`src/rtl/id_issue_ctrl_pkg.sv`:
```
// Shared definitions for the ID-stage issue controller.
// Holds the ID fetch-hold FSM encoding, default widths and the zero-register index.
// Imported by id_issue_ctrl and id_fwd_mux.
package id_issue_ctrl_pkg;

    localparam int DEF_DW   = 32;
    localparam int DEF_AW   = 5;
    localparam int DEF_NFWD = 3;
    localparam int DEF_CW   = 16;

    // Architectural r0: never written, always reads as zero.
    localparam int ZERO_REG = 0;

    // RUN:  ID instruction word comes straight from the instruction SRAM.
    // HOLD: ID is stalled and the SRAM output may have moved on, so the word
    //       captured on the first stall edge is presented instead.
    typedef enum logic {
        RUN  = 1'b0,
        HOLD = 1'b1
    } issue_state_t;

endpackage

```
`src/rtl/id_fwd_mux.sv`:
```
// Operand forwarding mux: picks the youngest in-flight write to addr, else the regfile value.
// Latency: purely combinational, zero cycles.
// Ports: addr / rf_rdata in, per-source fwd_* vectors in; data, hit, load_hit out.
module id_fwd_mux
    import id_issue_ctrl_pkg::*;
#(
    parameter int DW   = DEF_DW,
    parameter int AW   = DEF_AW,
    parameter int NFWD = DEF_NFWD
) (
    input  logic [AW-1:0]      addr,
    input  logic [DW-1:0]      rf_rdata,
    input  logic [NFWD-1:0]    fwd_we,
    input  logic [NFWD-1:0]    fwd_is_load,
    input  logic [NFWD*AW-1:0] fwd_waddr,
    input  logic [NFWD*DW-1:0] fwd_wdata,
    output logic [DW-1:0]      data,
    output logic               hit,
    output logic               load_hit
);

    always_comb begin
        data     = rf_rdata;
        hit      = 1'b0;
        load_hit = 1'b0;
        // Walk oldest to youngest so the youngest (lowest index) match is
        // the last assignment and therefore wins.
        for (int i = NFWD - 1; i >= 0; i--) begin
            if (fwd_we[i] && (fwd_waddr[i*AW +: AW] == addr)) begin
                data     = fwd_wdata[i*DW +: DW];
                hit      = 1'b1;
                load_hit = fwd_is_load[i];
            end
        end
        // r0 is hard-wired: a pending write to it must neither forward nor stall.
        if (addr == AW'(ZERO_REG)) begin
            data     = '0;
            hit      = 1'b0;
            load_hit = 1'b0;
        end
    end

endmodule

```
`src/rtl/id_issue_ctrl.sv`:
```
// ID-stage issue control: ID pipeline register, instruction hold across stalls,
// operand forwarding and load-use stall detection with a saturating hazard counter.
// Ports: IF pc/valid + SRAM data in, decoder/regfile/forwarding inputs in;
//        id_valid/id_pc/id_inst, rs/rt addresses, forwarded operands, stallreq, hazard_cnt out.
module id_issue_ctrl
    import id_issue_ctrl_pkg::*;
#(
    parameter int DW   = DEF_DW,
    parameter int AW   = DEF_AW,
    parameter int NFWD = DEF_NFWD,
    parameter int CW   = DEF_CW
) (
    input  logic               clk,
    input  logic               rst,
    input  logic               flush,
    input  logic               id_stall,
    input  logic               if_valid,
    input  logic [31:0]        if_pc,
    input  logic [31:0]        inst_rdata,
    input  logic               use_rs,
    input  logic               use_rt,
    input  logic [DW-1:0]      rf_rdata1,
    input  logic [DW-1:0]      rf_rdata2,
    input  logic [NFWD-1:0]    fwd_we,
    input  logic [NFWD-1:0]    fwd_is_load,
    input  logic [NFWD*AW-1:0] fwd_waddr,
    input  logic [NFWD*DW-1:0] fwd_wdata,
    output logic               id_valid,
    output logic [31:0]        id_pc,
    output logic [31:0]        id_inst,
    output logic [AW-1:0]      rs_addr,
    output logic [AW-1:0]      rt_addr,
    output logic [DW-1:0]      opnd1,
    output logic [DW-1:0]      opnd2,
    output logic               stallreq,
    output logic [CW-1:0]      hazard_cnt
);

    issue_state_t state, state_nxt;
    logic         capture;
    logic [31:0]  inst_hold;
    logic         rs_hit, rs_load_hit;
    logic         rt_hit, rt_load_hit;

    // ---------------- FSM ----------------
    always_ff @(posedge clk or negedge rst) begin
        if (!rst) begin
            state <= RUN;
        end else begin
            state <= state_nxt;
        end
    end

    always_comb begin
        state_nxt = state;
        capture   = 1'b0;
        id_inst   = '0;
        unique case (state)
            RUN: begin
                if (id_stall && !flush) begin
                    state_nxt = HOLD;
                    capture   = 1'b1;
                end
                if (id_valid) id_inst = inst_rdata;
            end
            HOLD: begin
                if (!id_stall || flush) state_nxt = RUN;
                if (id_valid) id_inst = inst_hold;
            end
            default: state_nxt = RUN;
        endcase
    end

    // ---------------- ID pipeline register ----------------
    always_ff @(posedge clk or negedge rst) begin
        if (!rst) begin
            id_valid  <= 1'b0;
            id_pc     <= '0;
            inst_hold <= '0;
        end else begin
            if (flush) begin
                id_valid <= 1'b0;
                id_pc    <= '0;
            end else if (!id_stall) begin
                id_valid <= if_valid;
                id_pc    <= if_pc;
            end
            if (capture) inst_hold <= inst_rdata;
        end
    end

    // ---------------- Operand forwarding ----------------
    assign rs_addr = AW'(id_inst[25:21]);
    assign rt_addr = AW'(id_inst[20:16]);

    id_fwd_mux #(.DW(DW), .AW(AW), .NFWD(NFWD)) u_fwd_rs (
        .addr        (rs_addr),
        .rf_rdata    (rf_rdata1),
        .fwd_we      (fwd_we),
        .fwd_is_load (fwd_is_load),
        .fwd_waddr   (fwd_waddr),
        .fwd_wdata   (fwd_wdata),
        .data        (opnd1),
        .hit         (rs_hit),
        .load_hit    (rs_load_hit)
    );

    id_fwd_mux #(.DW(DW), .AW(AW), .NFWD(NFWD)) u_fwd_rt (
        .addr        (rt_addr),
        .rf_rdata    (rf_rdata2),
        .fwd_we      (fwd_we),
        .fwd_is_load (fwd_is_load),
        .fwd_waddr   (fwd_waddr),
        .fwd_wdata   (fwd_wdata),
        .data        (opnd2),
        .hit         (rt_hit),
        .load_hit    (rt_load_hit)
    );

    // Only the youngest match per operand is considered, so a younger ALU
    // result to the same register hides an older load (no stall).
    assign stallreq = id_valid && !flush &&
                      ((use_rs && rs_hit && rs_load_hit) ||
                       (use_rt && rt_hit && rt_load_hit));

    // ---------------- Hazard counter (saturating) ----------------
    always_ff @(posedge clk or negedge rst) begin
        if (!rst) begin
            hazard_cnt <= '0;
        end else if (stallreq && (hazard_cnt != {CW{1'b1}})) begin
            hazard_cnt <= hazard_cnt + CW'(1);
        end
    end

endmodule

```
`config.mk`:
```
export PLATFORM = sky130hd
export DESIGN_NAME = id_issue_ctrl
export DESIGN_NICKNAME = d
export VERILOG_FILES = /design/src/rtl/id_issue_ctrl_pkg.sv /design/src/rtl/id_fwd_mux.sv /design/src/rtl/id_issue_ctrl.sv
export SDC_FILE = /design/constraint.sdc
export NUM_CORES = 1
export LEC_CHECK = 0
export BUFFER_PORTS_ARGS = -buffer_cell sky130_fd_sc_hd__buf_2
export CORE_AREA = 4 4 157 159
export CTS_BUF_LIST = sky130_fd_sc_hd__clkbuf_4 sky130_fd_sc_hd__clkbuf_8
export DETAILED_ROUTE_END_ITERATION = 16
export DIE_AREA = 0 0 161 163
export REMOVE_ABC_BUFFERS = 1
export SETUP_SLACK_MARGIN = 0.3
export SYNTH_ARGS = -nofsm -noshare
export SYNTH_HDL_FRONTEND = slang
export SYNTH_SLANG_ARGS = --single-unit
```
`constraint.sdc`:
```
create_clock -name clk -period 6.1 [get_ports clk]
set_input_delay 1.22 -clock clk [delete_from_list [all_inputs] [get_ports clk]]
set_output_delay 1.22 -clock clk [all_outputs]
set_load 0.01 [all_outputs]
```
==> results.toml, run 1 <==
[routing]
routed_wl_mm = 27.18
postRouteAntennaNets = 0
wl_met2_mm = 13.35
dr_total_vias = 7255
wl_met1_mm = 10.71
dr.first_iter.drc_count = 441
wl_per_cell_um = 18.35
dr.pass1.iters = 4
top_layer_used = "met5"
drc_errors = 0
wl_met3_mm = 2.259
via_per_inst = 4.899

[logic_synthesis]
synth_area_leader_cell = "dfrtp_1"
synth-seq-cells = 82
synthTopCellsByCount = "mux2i_1 (189), nor2_1 (133), dfrtp_1 (82)"
synthMuxAreaShare_pct = 34.39
synth_area_um2 = 6854
synth_top_family_by_area = "multiplexers"
ys_types = 47
synth_top_cell_area_share_pct = 29.94
synth-edff-count = 0
synthCells = 788
syn_avg_cell_area_um2 = 8.698
synth-compound-area-share_pct = 7.521
ys_warn_count = 0
yosys-top-cells-area = "dfrtp_1 (30%), mux2i_1 (28%), nor2_1 (7.3%)"
seq_area_frac_synth_pct = 29.94
yosysMostFrequentCell = "mux2i_1"
yosys.area_share.xor_xnor_pct = 2.556
synth-simple-area-share_pct = 20.15
synthFlopType = "dfrtp_1"
async_reset_ff_share_pct = 100.0
synthAdderAreaFrac_pct = 0.1825

[cts]
ctsResizeCount = 0
cts_hold_buf = 0
cts_buffer_depth = 2
clk_pin_slew_ns = 0.09
cts.repair_timing.setup_buffer_count = 0
cts_tree = "yes"
cts_root_buf = "clkbuf_8"
cts_max_level = 3
cts_buffers = 9
cts.sinks = 82
clock_latency_ns = 0.35

[critical_path]
crit_fanout = 32
reg2regPathDepth = 9
end_kind = "output pin"
critPathKind = "input pin to output pin"
critical_path_required_ns = 4.88
timing.rr.start = "state"
startpoint = "inst_rdata[24]"
r2r-end = "hazard_cnt[1]"
r2r_slack_ns = 2.38
start_kind = "input pin"
crit_arrival_ns = 3.75

[timing]
worst_slew_pin_slew_ns = 1.175
fmax_mhz = 201.1
min_period_ns = 4.974
finalHoldViolations = 0
max_slew_margin_pct = 21.40
setup_viol = 0
holdWs_ns = 0.4886
maxSlewViolCount = 0
rsz0062_at_grt = "no"
fin_crit_sh_pct = 81.54
fin_skew_ns = 0.01423

[cells_and_area]
fillers = 2407
layout.nets = 1404
drive_gt1_share_pct = 43.51
syn_to_final_growth_pct = 36.29

[place]
io_buffers = 407
place_hpwl_mm = 21.82
place.gp.congestion = 0.9093

[power_and_ir_drop]
ir_worst_vdd_uv = 169.6
power_density_nw_per_um2 = 165.1
p_leak_nw = 4.424
power_mw = 1.542

[worst_hold_path]
min_path_type = "register to register"
min_to = "hazard_cnt[14]"
min_from = "hazard_cnt[14]"
whs_path_depth = 1

[floorplanning]
die_width_um = 161
die_area_um2 = 26240
ios = 408
row_count = 56
die_h_um = 163
core_area_um2 = 23260
start_util_pct = 29.46

[grt]
grt_pass1_vias = 7379
antenna_found_initial = 12
grt_pass1_wl_mm = 41.29
grt_max_degree = 65
grt_usage_pct = 19.80
grt-ovfl-total = 0

[status]
status = "complete, no violations"

[flow_run]
max_cap_viol_count = 0
[layer usage]
layer | up-vias | GRT usage (%)
met2 | 313 | 34.21
li1 | 3478 | -
met5 | - | 0
met3 | 54 | 5.796
met1 | 3396 | 23.46
met4 | 14 | 7.135
[power by group]
part	internal, mW	switching (mW)
clock network	0.197	0.225
logic	0.224	0.268
registers	0.596	0.0331
total	1.02	0.526
[state kept, by name, indices dropped and copies added, names as in the netlist]
register    flops
hazard_cnt     16
id_pc          32
id_valid        1
inst_hold      32
state           1
[through the flow]
step           area, µm²  setup slack, ns  instances  util (%)  TNS (ns)
2_1_floorplan       6509           -3.730        720         -   -176.55
3_3_place_gp        9120            1.199       1459     39.21         0
3_5_place_dp        9120            1.149       1459     39.21         0
4_1_cts             9326            1.137       1475     40.09         0
5_1_grt             9339           0.8303       1480     40.15         0
6_report            9341            1.126       1481     40.16         0
[cell usage in the layout, fill, tap and decap left out, types with 3 or more instances in the layout]
cell type,instances
buf_2,406
mux2i_1,189
nor2_1,133
dfrtp_1,81
nand2_1,76
o21ai_1,69
mux2_2,32
xor2_1,18
o21ai_0,17
nor3_1,16
buf_4,13
or3_1,12
nor3_2,9
clkbuf_8,9
nand4b_1,8
nand3_1,7
diode_2,6
nor4_2,4
mux2i_2,3
nor4b_4,3
and3_1,3
[how the worst max path moves through the flow]
stage / to / slack (ns) / cells past startpoint
3_5_place_dp: opnd1[20] / 1.15 / 11
6_report: opnd1[20] / 1.13 / 11
4_1_cts: opnd1[20] / 1.14 / 10
5_1_grt: opnd1[20] / 0.83 / 10
3_3_place_gp: opnd1[0] / 1.20 / 11
2_1_floorplan: stallreq / -3.73 / 7
[area by class of cell]
| type | instances | area, µm² | area share (%) |
|---|---|---|---|
| diodes | 6 | 15.01 | 0.1607 |
| clock buffers | 9 | 123.9 | 1.326 |
| inverters | 4 | 15.01 | 0.1607 |
| well taps | 319 | 399.1 | 4.273 |
| clock inverters | 7 | 82.58 | 0.8840 |
| flip-flops and latches | 82 | 2053 | 21.98 |
| repair buffers | 420 | 2150 | 23.01 |
| multi-input cells | 634 | 4503 | 48.21 |
[worst max-delay path, cell delays in order]
cell and delay [ns]:
buf_2 0.10, mux2i_1 0.46, or3_1 0.19, nand4b_1 0.20, nor4b_4 0.25, buf_4 0.51
mux2i_1 0.27, o21ai_1 0.07, mux2i_1 0.18, nor2_1 0.09, buf_2 0.16
[cells by family after synthesis]
kind of cell / count (synthesis)
AO/OA/AOI/OAI: 95
buffers and inverters: 72
XOR/XNOR: 20
AND/OR/NAND/NOR: 290
multiplexers: 228
adder cells (fa/ha/maj): 1
flip-flops: 82
Note: power is estimated with default switching activity, not from simulation.
==> run 2: changes to the inputs <==
Clock period 6.1 ns to 5.1 ns, I/O delays scaled along.
==> run 2 against run 1 <==
Clock skew is essentially flat. Worst setup slack lost 0.47 ns. Combinational power grew 21%.
==> results.toml, run 2 (same netlist as run 1, synthesis figures left out) <==
[status]
status = "complete, no violations"

[routing]
postRouteAntennaNets = 0
dr_total_vias = 7298
drc_errors = 0
wl_per_cell_um = 18.36
routed_wl_mm = 27.25
dr.first_iter.drc_count = 462
via_per_inst = 4.918
dr.pass1.iters = 5

[grt]
grt_pass1_wl_mm = 41.75
grt-ovfl-total = 0
use_met2_pct = 35.05
grtUsageMet3_pct = 5.467
grt_max_degree = 65
grt_usage_pct = 19.97
antenna_found_initial = 7
grt_pass1_vias = 7512
grt-busiest-layer = "met2"
use_met1_pct = 23.46

[cts]
cts_buffers = 9
cts_tree = "yes"
cts_buffer_depth = 2
cts_root_buf = "clkbuf_8"
cts_max_level = 3
clk_pin_slew_ns = 0.10
clock_latency_ns = 0.36
cts.sinks = 82
cts_hold_buf = 0

[timing]
setup_viol = 0
fin_crit_sh_pct = 87.10
worst_slew_pin_slew_ns = 1.198
rsz0062_at_grt = "no"
worst_slack_ns = 0.6578
min_period_ns = 4.442
setup-tns-final_ns = 0
finalHoldViolations = 0
fin_skew_ns = 0.01402
maxSlewViolCount = 0
max_slew_margin_pct = 19.82
fmax_mhz = 225.1

[worst_hold_path]
min_path_type = "register to register"
min_from = "hazard_cnt[9]"

[floorplanning]
start_util_pct = 29.46
die_h_um = 163
ios = 408
core_area_um2 = 23260
die_width_um = 161
die_area_um2 = 26240
row_count = 56

[critical_path]
critPathKind = "register to output pin"
start_kind = "register"
timing.rr.start = "id_valid"
critical_path.top_delay_family = "buffers and inverters"
r2r_slack_ns = 1.37
end_kind = "output pin"
crit_fanout = 57
crit_chain = "inv_2 > nor3_1 > or4b_1 > nor4b_4 > buf_4 > a211oi_1 > buf_4 > a2bb2oi_4 > inv_2 > buf_2"
cp_slowest_stage_delay_ns = 0.60
crit_arrival_ns = 3.42
slowest_stage = "or4b_1"
cp_num_buf_inv = 5
critical_path_required_ns = 4.08
startpoint = "id_valid"

[cells_and_area]
fillers = 2461
syn_to_final_growth_pct = 37.28
seqCellArea_um2 = 2056
drive_gt1_share_pct = 43.76
top_regs = "id_pc: 32 flops, inst_hold: 32 flops, hazard_cnt: 16 flops"
layout.nets = 1409
multi_input_area_um2 = 4503
final_common_cell = "buf_2"
layout_common_cells = "buf_2 (406), mux2i_1 (189), nor2_1 (133), dfrtp_1 (81), nand2_1 (76)"

[flow_run]
max_cap_viol_count = 0

[place]
io_buffers = 407
place_hpwl_mm = 22.30
place.gp.congestion = 0.9513
pre_cts_ws_ns = 0.6840

[power_and_ir_drop]
p_int_mw = 1.169
power_switching_mw = 0.6194
power.share.clock_pct = 24.6
p_leak_nw = 4.455
power_density_nw_per_um2 = 190.1
combPwrFrac_pct = 33.3
ir_worst_vdd_uv = 157.6
swShare_pct = 34.64
seqPwrFrac_pct = 42.1
power_mw = 1.788
[run 2: final timing paths]
path                                  to  depth (start not counted)
max                             stallreq                         10
min                        hazard_cnt[9]                          1
max reg2reg                hazard_cnt[1]                         11
min reg2reg                hazard_cnt[9]                          1
max in group asynchronous  hazard_cnt[7]                          2
min in group asynchronous      id_pc[15]                          1
[run 2: what timing repair did]
action                     in CTS  in global routing
setup endpoints to repair       0                  1
setup buffers                   0                  0
gates resized for setup         0                  1
[run 2: power by group through the flow]
stage	Clock [mW]	Combinational, mW	Sequential, mW
2_1_floorplan	0	0.290	0.767
3_3_place_gp	0	0.595	0.762
3_5_place_dp	0	0.603	0.765
4_1_cts	0.463	0.603	0.753
5_1_grt	0.485	0.659	0.762
6_report	0.440	0.596	0.752
[run 2: final cells by class]
| cell class | count | share of cell area (%) |
|---|---|---|
| diodes | 4 | 0.1064 |
| clock buffers | 9 | 1.316 |
| clock inverters | 7 | 0.5585 |
| inverters | 4 | 0.1596 |
| multi-input cells | 634 | 47.86 |
| flip-flops and latches | 82 | 21.85 |
| well taps | 319 | 4.242 |
| repair buffers | 425 | 23.91 |
[run 2: through the flow]
step           area [µm²]  hold WS, ns  utilization, %  cells
2_1_floorplan        6509       0.4805               -    720
3_3_place_gp         9220       0.4680           39.64   1464
3_5_place_dp         9220       0.4904           39.64   1464
4_1_cts              9397       0.5040           40.39   1480
5_1_grt              9407       0.5167           40.44   1483
6_report             9409       0.4940           40.45   1484
[run 2: routing by layer]
metal / wire length [µm] / part of all wire, %
met5: 60 / 0.22
met4: 814 / 3.0
met3: 2235 / 8.2
met2: 13540 / 50
met1: 10600 / 39
==> run 3: changes to the inputs <==
Settings changed: ABC_CLOCK_PERIOD_IN_PS set to 5100, CTS_BUF_LIST sky130_fd_sc_hd__clkbuf_4 sky130_fd_sc_hd__clkbuf_8 to not set.
==> run 3 against run 2 <==
Total power increased by 9.9%. Global-route usage about the same. Count of clock-buffer cells in the layout stayed put. Core utilization grew 0.41 points. Critical path depth unchanged. Register-to-register slack got worse by 0.09 ns. Critical endpoint unchanged. Largest cell class unchanged. Die area did not move.
==> results.toml, run 3 (same netlist as run 1, synthesis figures left out) <==
[status]
status = "complete, no violations"

[cts]
clk_pin_slew_ns = 0.07
cts_root_buf = "clkbuf_16"
cts_max_level = 3
cts.sinks = 82
cts_tree = "yes"
ctsResizeCount = 0
cts_buffer_depth = 2
cts_hold_buf = 0
cts_buffers = 9
cts.repair_timing.setup_buffer_count = 0
clock_latency_ns = 0.34

[timing]
worst_slack_ns = 0.5877
max_slew_margin_pct = 19.61
setup_viol = 0
finalHoldViolations = 0
min_period_ns = 4.512
fin_crit_sh_pct = 88.48
maxSlewViolCount = 0
fin_skew_ns = 0.007302
worst_slew_pin_slew_ns = 1.201
fmax_mhz = 221.6
rsz0062_at_grt = "no"

[grt]
antenna_found_initial = 7
grt_pass1_vias = 7538
grt_max_degree = 65
grt_usage_pct = 20.02
grt-ovfl-total = 0
grt_pass1_wl_mm = 41.83

[floorplanning]
die_area_um2 = 26240
die_width_um = 161
die_h_um = 163
start_util_pct = 29.46
core_area_um2 = 23260
ios = 408
row_count = 56

[routing]
dr.first_iter.drc_count = 459
routed_wl_mm = 27.31
drc_errors = 0
dr_total_vias = 7301
via_per_inst = 4.923
dr.pass1.iters = 5
wl_per_cell_um = 18.42
postRouteAntennaNets = 0

[power_and_ir_drop]
p_int_mw = 1.323
power_density_nw_per_um2 = 206.8
ir_worst_vdd_uv = 171.4
power_mw = 1.966
power.share.clock_pct = 31.3
power_switching_mw = 0.6433
combPwrFrac_pct = 30.3
seqPwrFrac_pct = 38.3
swShare_pct = 32.72
p_leak_nw = 4.501

[cells_and_area]
final_common_cell = "buf_2"
top_regs = "id_pc: 32 flops, inst_hold: 32 flops, hazard_cnt: 16 flops"
syn_to_final_growth_pct = 38.68
layout.nets = 1409
drive_gt1_share_pct = 43.76
layout_common_cells = "buf_2 (406), mux2i_1 (189), nor2_1 (133), dfrtp_1 (81), nand2_1 (76)"

[critical_path]
crit_chain = "mux2i_2 > nor3_1 > or4b_1 > nor4b_4 > buf_4 > a211oi_1 > buf_4 > a2bb2oi_4 > inv_2 > buf_2"
crit_arrival_ns = 3.49
r2r-end = "hazard_cnt[1]"
start_kind = "register"
crit_path_end = "stallreq"
end_kind = "output pin"
critical_path_required_ns = 4.08
worst-path-stages = 10
crit_fanout = 20
reg2regPathDepth = 11
timing.rr.start = "state"
critPathMostFrequentCell = "buf_4"
slowest_stage = "dfrtp_2"
startpoint = "state"
critPathKind = "register to output pin"
critical_path.top_delay_family = "simple AND/OR/NAND/NOR gates"
cp_slowest_stage_delay_ns = 0.78
r2r_slack_ns = 1.28
cp_num_buf_inv = 4

[place]
place_hpwl_mm = 22.30
place.gp.congestion = 0.9513
pre_cts_ws_ns = 0.6840
io_buffers = 407

[flow_run]
max_cap_viol_count = 0

[worst_hold_path]
min_path_type = "register to register"
## run 3: cell count changes in the layout (fill, tap and decap cells not counted)
| cell | delta |
|---|---|
| dfrtp_4 | -1 |
| dfrtp_2 | +1 |
| clkbuf_16 | +9 |
| clkbuf_8 | -9 |
| diode_2 | -1 |
## run 3: layer usage
metal  GRT usage, %  share of wire [%]  vias up  wire (µm)
met5              0               0.20        -         54
met4          7.251                3.1        8        837
met3          5.518                8.6       59       2358
met2          35.13                 50      350      13530
met1          23.47                 39     3395      10530
li1               -                  -     3489          -
## run 3: power groups by stage
stage	logic, mW	registers [mW]	clock network, mW
after floorplan	0.290	0.767	0
after global placement	0.595	0.762	0
after detailed placement	0.603	0.765	0
after CTS	0.604	0.754	0.636
after global routing	0.659	0.762	0.659
final	0.596	0.754	0.616
## run 3: stage by stage
stage | hold slack, ns | cell area (µm²) | utilization, % | instances | TNS [ns]
after CTS | 0.5002 | 9498 | 40.83 | 1480 | 0
after global placement | 0.4680 | 9220 | 39.64 | 1464 | 0
after floorplan | 0.4805 | 6509 | - | 720 | -244.55
final | 0.4889 | 9505 | 40.86 | 1483 | 0
after detailed placement | 0.4904 | 9220 | 39.64 | 1464 | 0
after global routing | 0.5131 | 9505 | 40.86 | 1483 | 0
## run 3: worst min path at each step
| stage | from | endpoint | slack, ns | depth (start not counted) |
|---|---|---|---|---|
| after floorplan | inst_hold[0] | inst_hold[0] | 0.48 | 1 |
| after CTS | hazard_cnt[11] | hazard_cnt[11] | 0.50 | 1 |
| after global routing | hazard_cnt[14] | hazard_cnt[14] | 0.51 | 1 |
| after detailed placement | hazard_cnt[9] | hazard_cnt[9] | 0.49 | 1 |
| after global placement | hazard_cnt[14] | hazard_cnt[14] | 0.47 | 1 |
| final | hazard_cnt[9] | hazard_cnt[9] | 0.49 | 1 |
## run 3: layout make-up
cell class	instances	area (µm²)
inverters	4	15.01
diodes	3	7.507
flip-flops and latches	82	2053
multi-input cells	634	4503
well taps	319	399.1
clock inverters	7	52.55
clock buffers	9	225.2
repair buffers	425	2250
fillers	2443	13760
## run 3: worst register-to-register path: stages, from the launching register on
cell	delay, ns
dfrtp_2	0.78
mux2i_2	0.46
nor3_1	0.07
or4b_1	0.55
nor4b_4	0.33
buf_4	0.35
a211oi_1	0.10
buf_4	0.17
a2bb2oi_4	0.16
buf_4	0.23
nor2_2	0.18
mux2_4	0.31
